## config.mk

```make
export PLATFORM = sky130hd
export DESIGN_NAME = id_sequencer
export DESIGN_NICKNAME = d
export VERILOG_FILES = /design/src/rtl/id_sequencer.sv
export SDC_FILE = /design/constraint.sdc
export NUM_CORES = 1
export LEC_CHECK = 0
export ABC_AREA = 1
export BUFFER_PORTS_ARGS = -buffer_cell sky130_fd_sc_hd__buf_4
export CELL_PAD_IN_SITES_DETAIL_PLACEMENT = 1
export CELL_PAD_IN_SITES_GLOBAL_PLACEMENT = 1
export CORE_MARGIN = 8
export CORE_UTILIZATION = 39
export CTS_BUF_LIST = sky130_fd_sc_hd__clkbuf_4 sky130_fd_sc_hd__clkbuf_8
export DETAILED_ROUTE_END_ITERATION = 10
export PLACE_DENSITY = 0.93
export RECOVER_POWER = 25
export SLEW_MARGIN = 20
export SYNTH_ARGS = -nofsm -noshare
export SYNTH_HDL_FRONTEND = slang
export SYNTH_SLANG_ARGS = --single-unit
```

## constraint.sdc

```tcl
create_clock -name CLK -period 2.39 [get_ports CLK]
set_clock_uncertainty 0.2 [all_clocks]
set_input_delay 0.478 -clock CLK [delete_from_list [all_inputs] [get_ports CLK]]
set_output_delay 0.478 -clock CLK [all_outputs]
set_load 0.02 [all_outputs]
```

## src/rtl/id_sequencer.sv

```systemverilog
// id_sequencer: ID-stage register, opcode/immediate-select decode,
// load-use hazard detection and the ID/EX control register.
//
// Ports
//   CLK, RESET          rising-edge clock, async active-high reset
//   IF_INSTR, IF_VALID  fetched instruction and its valid flag
//   ID_READY            ID register accepts IF_INSTR this cycle
//   EX_STALL            downstream hold of the ID/EX register
//   FLUSH               taken branch/jump, kills ID and ID/EX
//   IMM_IN, IMM_SEL     ID instr[31:7] and immediate-select code
//   EX_VALID, EX_RD     ID/EX slot valid and its rd
//   EX_IS_LOAD          ID/EX instruction is a load
//   EX_IMM_USED         ID/EX instruction consumes an immediate
//   ILLEGAL             valid ID instruction has unsupported opcode
//   HAZARD              load-use stall active this cycle
//
// Build option: define LOAD_USE_STALL_EN to enable load-use stalls;
// otherwise HAZARD is tied low and no bubbles are inserted.
// Immediate-select codes fall back to local values when the shared
// encodings header has not already defined them.

`ifndef I_SIGNED_TYPE
`define I_SIGNED_TYPE 3'd0
`endif
`ifndef I_SHIFT_TYPE
`define I_SHIFT_TYPE 3'd1
`endif
`ifndef I_UNSIGNED_TYPE
`define I_UNSIGNED_TYPE 3'd2
`endif
`ifndef S_TYPE
`define S_TYPE 3'd3
`endif
`ifndef B_TYPE
`define B_TYPE 3'd4
`endif
`ifndef U_TYPE
`define U_TYPE 3'd5
`endif
`ifndef J_TYPE
`define J_TYPE 3'd6
`endif

module id_sequencer #(
   parameter logic [31:0] NOP_INSTR = 32'h00000013
) (
   input  logic        CLK,
   input  logic        RESET,
   input  logic [31:0] IF_INSTR,
   input  logic        IF_VALID,
   output logic        ID_READY,
   input  logic        EX_STALL,
   input  logic        FLUSH,
   output logic [24:0] IMM_IN,
   output logic [2:0]  IMM_SEL,
   output logic        EX_VALID,
   output logic [4:0]  EX_RD,
   output logic        EX_IS_LOAD,
   output logic        EX_IMM_USED,
   output logic        ILLEGAL,
   output logic        HAZARD
);

   localparam logic [6:0] OP_LUI    = 7'b0110111;
   localparam logic [6:0] OP_AUIPC  = 7'b0010111;
   localparam logic [6:0] OP_JAL    = 7'b1101111;
   localparam logic [6:0] OP_JALR   = 7'b1100111;
   localparam logic [6:0] OP_BRANCH = 7'b1100011;
   localparam logic [6:0] OP_LOAD   = 7'b0000011;
   localparam logic [6:0] OP_STORE  = 7'b0100011;
   localparam logic [6:0] OP_IMM    = 7'b0010011;
   localparam logic [6:0] OP_OP     = 7'b0110011;

   logic [31:0] id_instr;
   logic        id_valid;

   logic [6:0]  opcode;
   logic [2:0]  funct3;
   logic [4:0]  rd;
   logic        imm_used;
   logic        is_load;
   logic        known;

   assign opcode = id_instr[6:0];
   assign funct3 = id_instr[14:12];
   assign rd     = id_instr[11:7];

   always_comb begin
      IMM_SEL  = `I_SIGNED_TYPE;
      imm_used = 1'b1;
      is_load  = 1'b0;
      known    = 1'b1;
      case (opcode)
         OP_LUI, OP_AUIPC: IMM_SEL = `U_TYPE;
         OP_JAL:           IMM_SEL = `J_TYPE;
         OP_BRANCH:        IMM_SEL = `B_TYPE;
         OP_STORE:         IMM_SEL = `S_TYPE;
         OP_JALR:          IMM_SEL = `I_SIGNED_TYPE;
         OP_LOAD:          is_load = 1'b1;
         OP_IMM: begin
            case (funct3)
               3'b001, 3'b101: IMM_SEL = `I_SHIFT_TYPE;
               3'b011:         IMM_SEL = `I_UNSIGNED_TYPE;
               default:        IMM_SEL = `I_SIGNED_TYPE;
            endcase
         end
         OP_OP:            imm_used = 1'b0;
         default: begin
            imm_used = 1'b0;
            known    = 1'b0;
         end
      endcase
   end

   assign IMM_IN   = id_instr[31:7];
   assign ILLEGAL  = id_valid && !known;
   assign ID_READY = !HAZARD && !EX_STALL;

`ifdef LOAD_USE_STALL_EN
   logic [4:0] rs1;
   logic [4:0] rs2;
   logic       rs1_used;
   logic       rs2_used;
   logic       rs1_hit;
   logic       rs2_hit;

   assign rs1 = id_instr[19:15];
   assign rs2 = id_instr[24:20];

   assign rs1_used = !(opcode == OP_LUI ||
                       opcode == OP_AUIPC ||
                       opcode == OP_JAL);
   assign rs2_used = opcode == OP_BRANCH ||
                     opcode == OP_STORE ||
                     opcode == OP_OP;

   assign rs1_hit = rs1_used && (rs1 == EX_RD);
   assign rs2_hit = rs2_used && (rs2 == EX_RD);

   assign HAZARD = id_valid && EX_VALID && EX_IS_LOAD &&
                   (EX_RD != 5'd0) && (rs1_hit || rs2_hit);
`else
   assign HAZARD = 1'b0;
`endif

   // ID register: an idle ready cycle drops the valid bit but keeps
   // the word, so IMM_IN still reflects the last fetched instruction.
   always_ff @(posedge CLK or posedge RESET) begin
      if (RESET) begin
         id_instr <= NOP_INSTR;
         id_valid <= 1'b0;
      end else if (FLUSH) begin
         id_instr <= NOP_INSTR;
         id_valid <= 1'b0;
      end else if (ID_READY) begin
         if (IF_VALID) id_instr <= IF_INSTR;
         id_valid <= IF_VALID;
      end
   end

   // ID/EX register: a hazard advances a bubble while ID holds.
   always_ff @(posedge CLK or posedge RESET) begin
      if (RESET) begin
         EX_VALID    <= 1'b0;
         EX_RD       <= 5'd0;
         EX_IS_LOAD  <= 1'b0;
         EX_IMM_USED <= 1'b0;
      end else if (FLUSH) begin
         EX_VALID    <= 1'b0;
         EX_RD       <= 5'd0;
         EX_IS_LOAD  <= 1'b0;
         EX_IMM_USED <= 1'b0;
      end else if (!EX_STALL) begin
         EX_VALID    <= id_valid && !HAZARD;
         EX_RD       <= rd;
         EX_IS_LOAD  <= is_load;
         EX_IMM_USED <= imm_used;
      end
   end

endmodule

```

==> summary.txt, run 1 <==
Status
  • Status: completed

STA
  • Final setup fails: 0
  • Final hold violation count: 0
  • Slew HR: 46.9%
  • Final WS setup: 0.0542 ns
  • Least-Margin Pin Slew: 0.796 ns
  • Final period util: 97.7%
  • Max Freq: 0.428 GHz
  • Final Slew Violations: 0
  • Min cycle time layout: 2.34 ns
  • Unrepaired setup endpoints after global routing: yes
  • Fin Setup TNS: 0 ns

Synth
  • Ys flop type: dfrtp_1
  • Post-synthesis xor/xnor area fraction: 0%
  • Post-synth EDFFs: 0
  • Gate Count Post-Synth: 199
  • Post-synthesis sequential area ratio: 54.6%
  • Synth Area in Compound Gates: 14.1%
  • Average size of a mapped cell: 9.47 um2
  • Main combinational cell family by area after synthesis: buffers and inverters
  • Adder-Cell Fraction of Synth Area: 0%
  • Seq cells post-synth: 41
  • Mapped cell area: 1880 um2
  • Synth area leader: dfrtp_1
  • Simple-Gate Fraction of Synth Area: 14.4%
  • Yosys cell types: 19
  • Area share of the largest cell type after synthesis: 50.5%
  • Syn. warnings: 0
  • Multiplexer share of the synthesized area: 0%
  • Async SR Flop Fraction: 100%
  • Top post-synthesis cells by area: dfrtp_1 50%, buf_4 11%, a22o_1 8.4%
  • Syn Nets: 236

Power
  • Max rail drop VDD: 0.437 mV
  • Internal power: 1190 uW
  • P_sw: 393 uW
  • Pwr Density: 643 nW/um2
  • Clock power frac: 36.9%
  • Comb power frac: 15.8%
  • Flop pwr share: 47.2%
  • Sw Ratio: 24.9%
  • P_leak: 0.00131 uW

Floorplan
  • Area of the core: 4690 um2
  • Rows: 25
  • Die area: 7310 um2
  • Die Ht: 85.5 um
  • IO Pins: 76
  • DIE WIDTH: 85.5 um
  • Initial Util: 40.2%

Clock tree
  • Hold Buf Count CTS: 0
  • CTS Buffer Depth: 2
  • Clk slew on worst S/H paths: 0.08 ns
  • CTS tree: yes
  • CTS Sinks: 41
  • # H-tree levels: 2
  • CTS buffer count: 5
  • Root Buffer: clkbuf_8
  • Later-pin clock latency in the skew report: 0.28 ns

Final layout
  • # fillers: 558
  • Multi-input logic area: 561 um2
  • Area grow syn2layout: 30.3%
  • Final net count: 292
  • Layout cells sized above 1: 41.8%
  • FF/Latch Area: 1030 um2
  • Antenna diodes: 0

Place
  • Hpwl dp: 4190 um
  • I/O Buffers: 74
  • Routability congestion estimate: 0.805
  • Post-Place Worst Slack: 0.308 ns

Hold path
  • Worst min-delay path class: in -> async

Drt
  • Vias per cell: 4.92
  • Remaining antenna violation count: 0
  • Detailed router's first-iteration violation count: 50
  • Number of remaining DRC errors: 0
  • Routed wire length: 5360 um
  • Wirelength per Cell: 17.3 um
  • DRT Pass-1 Iters: 4
  • Via count: 1,526

GRT
  • First-pass GRT wire length: 8570 um
  • Total gr overflow: 0
  • Largest net degree at the start of global routing: 21
  • Antenna violations before repair: 0
  • Global-route usage over all layers: 14.8%
  • Number of global-route vias before repair: 1,721

Critical path
  • Setup crit start kind: flop
  • Max FO, Critical Path: 4
  • Crit. End Element: output port
  • Worst endpoint required time: 1.71 ns
  • Critical Path AT: 1.66 ns
  • Crit Path Category: reg -> out

Run
  • Max-Cap Viols: 0
==> area by class of cell <==
type / instances / share of cell area, %
Clock buffer: 7 / 3.67
Clock inverter: 1 / 1.22
Inverter: 22 / 3.46
Multi-Input combinational cell: 105 / 22.8
Sequential cell: 41 / 41.9
Tap cell: 54 / 2.75
Timing Repair Buffer: 80 / 24.1
==> flip-flops by register name, indices dropped and copies added (netlist names) <==
register	count
id_instr	32
id_valid	1
EX_RD	5
EX_IS_LOAD	1
EX_IMM_USED	1
EX_VALID	1
==> cell usage in the layout (no fill, tap or decap) <==
| master | n |
|---|---|
| clkbuf_4 | 2 |
| dfrtp_1 | 38 |
| bufinv_16 | 1 |
| a21oi_1 | 1 |
| clkbuf_1 | 2 |
| a22o_1 | 18 |
| nor2_1 | 9 |
| nand2_1 | 35 |
| buf_4 | 77 |
| clkbuf_8 | 6 |
| nand4_1 | 1 |
| inv_2 | 5 |
| dfstp_2 | 3 |
| inv_4 | 1 |
| o21ai_0 | 17 |
| inv_1 | 15 |
| o22a_1 | 2 |
| conb_1 | 1 |
| nand2_2 | 6 |
| clkinv_1 | 1 |
| nor2_2 | 6 |
| nand3_1 | 9 |
==> Yosys cell counts (3+ instances only) <==
cell	instances
nor2_1	13
dfrtp_1	38
inv_1	18
buf_2	3
nand3_1	9
o21ai_0	17
dfstp_2	3
nand2_1	39
inv_2	3
buf_4	27
a22o_1	18
==> final timing paths <==
check / start / slack [ns] / depth (start not counted) / endpoint
worst max-delay path: id_instr[4] / 0.05 / 9 / ILLEGAL
max in group asynchronous: RESET / 0.87 / 3 / id_instr[17]
min in group CLK: IF_INSTR[11] / 0.20 / 3 / id_instr[11]
worst min register to register: EX_RD[4] / 0.29 / 2 / EX_RD[4]
worst max register to register: id_instr[4] / 0.77 / 10 / EX_IMM_USED
worst min-delay path: RESET / 0.03 / 2 / id_instr[24]
==> metal layers <==
layer	GRT usage, %	vias up	routed length, um
li1	-	726	-
met1	16.7	745	2140
met2	26.7	48	2870
met3	3.63	7	267
met4	4.46	0	80
met5	0	-	0
==> worst max-delay path: stages (launching register included) <==
cell and delay, ns:
dfstp_2 0.53, inv_2 0.06, nand2_2 0.08, nor2_2 0.05, nand2_2 0.09, nand2_2 0.06
nor2_2 0.14, nand3_1 0.10, nor2_1 0.12, buf_4 0.15
==> kinds of logic after synthesis <==
group / after synthesis
AND/OR/NAND/NOR: 66
flip-flops: 41
other: 1
AO/OA/AOI/OAI: 38
buffers and inverters: 53
==> stage by stage <==
step,utilization [%],instance area (um2),power [uW],hold WS [ns],instances
2_1_floorplan,-,1880,907,0.267,199
3_3_place_gp,49.4,2320,996,0.268,301
3_5_place_dp,49.4,2320,1010,0.282,301
4_1_cts,52.0,2440,1590,0.0468,309
5_1_grt,52.3,2460,1660,0.0585,310
6_report,52.3,2460,1580,0.0255,310
==> timing repair <==
item | in CTS | in global routing
resized for setup | 1 | 10
pin swaps | 0 | 6
setup endpoints to repair | 1 | 3
setup buffers | 0 | 1
==> power by group through the flow <==
stage	logic (uW)	registers (uW)	clock network, uW
floorplan	147	759	0
global placement	239	758	0
detailed placement	247	759	0
CTS	250	746	593
global route	272	750	635
finish	250	746	583
Note: power is estimated with default switching activity, not from simulation.
==> run 2, diff against run 1 <==
- BUFFER_PORTS_ARGS: -buffer_cell sky130_fd_sc_hd__buf_4 -> -buffer_cell sky130_fd_sc_hd__buf_2
- HOLD_SLACK_MARGIN: unset -> 0.12
- SKIP_CTS_REPAIR_TIMING: unset -> 1
==> run 2 against run 1 <==
- die area stayed put
- sequential share of layout area is 3.3 points higher
- first-iteration DRC count is 28% lower
- register-to-register slack better by 0.10 ns
- highest routed layer unchanged
- count of clock-buffer cells in the layout stayed put
- wire length is 5.2% lower
- combinational power is 13% lower
- final cell count is 0.32% higher
- non-clock buffer count is 1 higher
- clock power is 16% lower
- sequential power hardly changed
- critical path type unchanged
- critical endpoint unchanged
- largest power group unchanged
- final area is 7.3% lower
==> summary.txt, run 2 (synthesis results as in run 1) <==
Final layout
  • Fin util: 48.5%
  • Max FFs per register: 32
  • Most common cell after layout, fill and taps aside: buf_2
  • Most frequent cells in the layout: 71 x buf_2, 38 x dfrtp_1, 37 x nand2_1
  • Number of non-filler instances in the completed layout: 311
  • Layout cells sized above 1: 40.5%
  • Top flop regs: id_instr: 32 flops, EX_RD: 5 flops
  • Top reg by flops: id_instr
  • Final net count: 293
  • Antenna diodes: 0
  • Area grow syn2layout: 20.8%

Floorplan
  • Die area: 7310 um2
  • IO Pins: 76
  • DIE WIDTH: 85.5 um
  • Die Ht: 85.5 um
  • Initial Util: 40.2%
  • Area of the core: 4690 um2
  • Rows: 25

Place
  • I/O Buffers: 74
  • Hpwl dp: 3990 um
  • Routability congestion estimate: 0.803
  • DP Cell Count: 301
  • Post-Place Worst Slack: 0.323 ns

GRT
  • Number of global-route vias before repair: 1,645
  • Total gr overflow: 0
  • First-pass GRT wire length: 8250 um
  • Largest net degree at the start of global routing: 20
  • Antenna violations before repair: 0
  • Global-route usage over all layers: 14.1%

Critical path
  • Max FO, Critical Path: 4
  • Crit. End Element: output port
  • Critical Path AT: 1.60 ns
  • Worst endpoint required time: 1.71 ns
  • Worst R2R Setup Slack: 0.87 ns
  • FF-to-FF Start: id_instr[1]
  • Reg2reg end: EX_IMM_USED
  • R2R cell count: 8
  • Setup crit start kind: flop
  • CP Launch Point: id_instr[4]
  • Crit Path Category: reg -> out
  • End point of the critical path: ILLEGAL

Power
  • Pwr Density: 638 nW/um2
  • Max rail drop VDD: 0.343 mV
  • P_leak: 0.00128 uW

STA
  • Slew HR: 43.1%
  • Least-Margin Pin Slew: 0.854 ns
  • Final setup fails: 0
  • Final period util: 95.3%
  • Min cycle time layout: 2.28 ns
  • Max Freq: 0.439 GHz
  • Final hold violation count: 0
  • Final Slew Violations: 0
  • Fin Setup TNS: 0 ns
  • Final WS setup: 0.112 ns

Drt
  • Via count: 1,517
  • Remaining antenna violation count: 0
  • Number of remaining DRC errors: 0
  • DRT Pass-1 Iters: 4
  • Detailed router's first-iteration violation count: 36
  • Wirelength per Cell: 16.3 um
  • Vias per cell: 4.88
  • Routed wire length: 5080 um

Clock tree
  • # H-tree levels: 2
  • CTS Buffer Depth: 2
  • Root Buffer: clkbuf_8
  • CTS tree: yes
  • CTS Sinks: 41
  • Clk slew on worst S/H paths: 0.08 ns
  • CTS buffer count: 5
  • Later-pin clock latency in the skew report: 0.29 ns

Hold path
  • Worst min-delay path class: in -> reg
  • WHS Path Cells: 3
  • Hold Startpoint: IF_INSTR[5]

Status
  • Status: completed

Run
  • Max-Cap Viols: 0
run 2: cell types whose count changed in the layout (fill, tap and decap cells not counted), sizes merged:
cell and delta:
clkbuf -1, clkinv +1, dlygate4sd3 +1, buf +1, bufinv -1
run 2: how the worst min path moves through the flow:
stage                         to
floorplan           id_instr[15]
global route         id_instr[3]
global placement    id_instr[24]
detailed placement  id_instr[24]
CTS                 id_instr[24]
finish               id_instr[5]
run 2: area by class of cell:
cell class,count,area [um2]
flip-flops and latches,41,1030
well taps,54,67.6
inverters,22,85.1
repair buffers,81,429
clock inverters,1,5.00
fillers,575,2420
multi-input cells,105,563
clock buffers,7,96.3
run 2: power breakdown:
part | internal (uW) | leakage [uW] | total, uW | switching, uW
combinational | 77.8 | 0.000679 | 217 | 139
sequential | 726 | 0.000549 | 745 | 18.8
clock | 261 | 0.0000542 | 490 | 229
run 2: worst max-delay path: stages (launching register included):
cell and delay [ns]:
dfstp_2 0.53, inv_2 0.05, nand2_2 0.08, nor2_2 0.05, nand2_2 0.09, nand2_1 0.06
nor2_2 0.13, nand3_2 0.08, nor2_2 0.12, buf_6 0.12
run 2: per-stage QoR:
step	area (um2)	power, uW	hold slack (ns)
finish	2280	1450	0.193
global route	2280	1530	0.205
CTS	2230	1470	-0.0874
detailed placement	2130	970	0.229
global placement	2130	962	0.215
floorplan	1880	907	0.267
run 2: routing by layer:
metal / wire length [um] / share of wire, % / GRT usage (%)
met5: 0 / 0 / 0
met1: 2110 / 42 / 16.6
met3: 262 / 5.2 / 3.34
met2: 2640 / 52 / 24.4
met4: 65 / 1.3 / 5.41
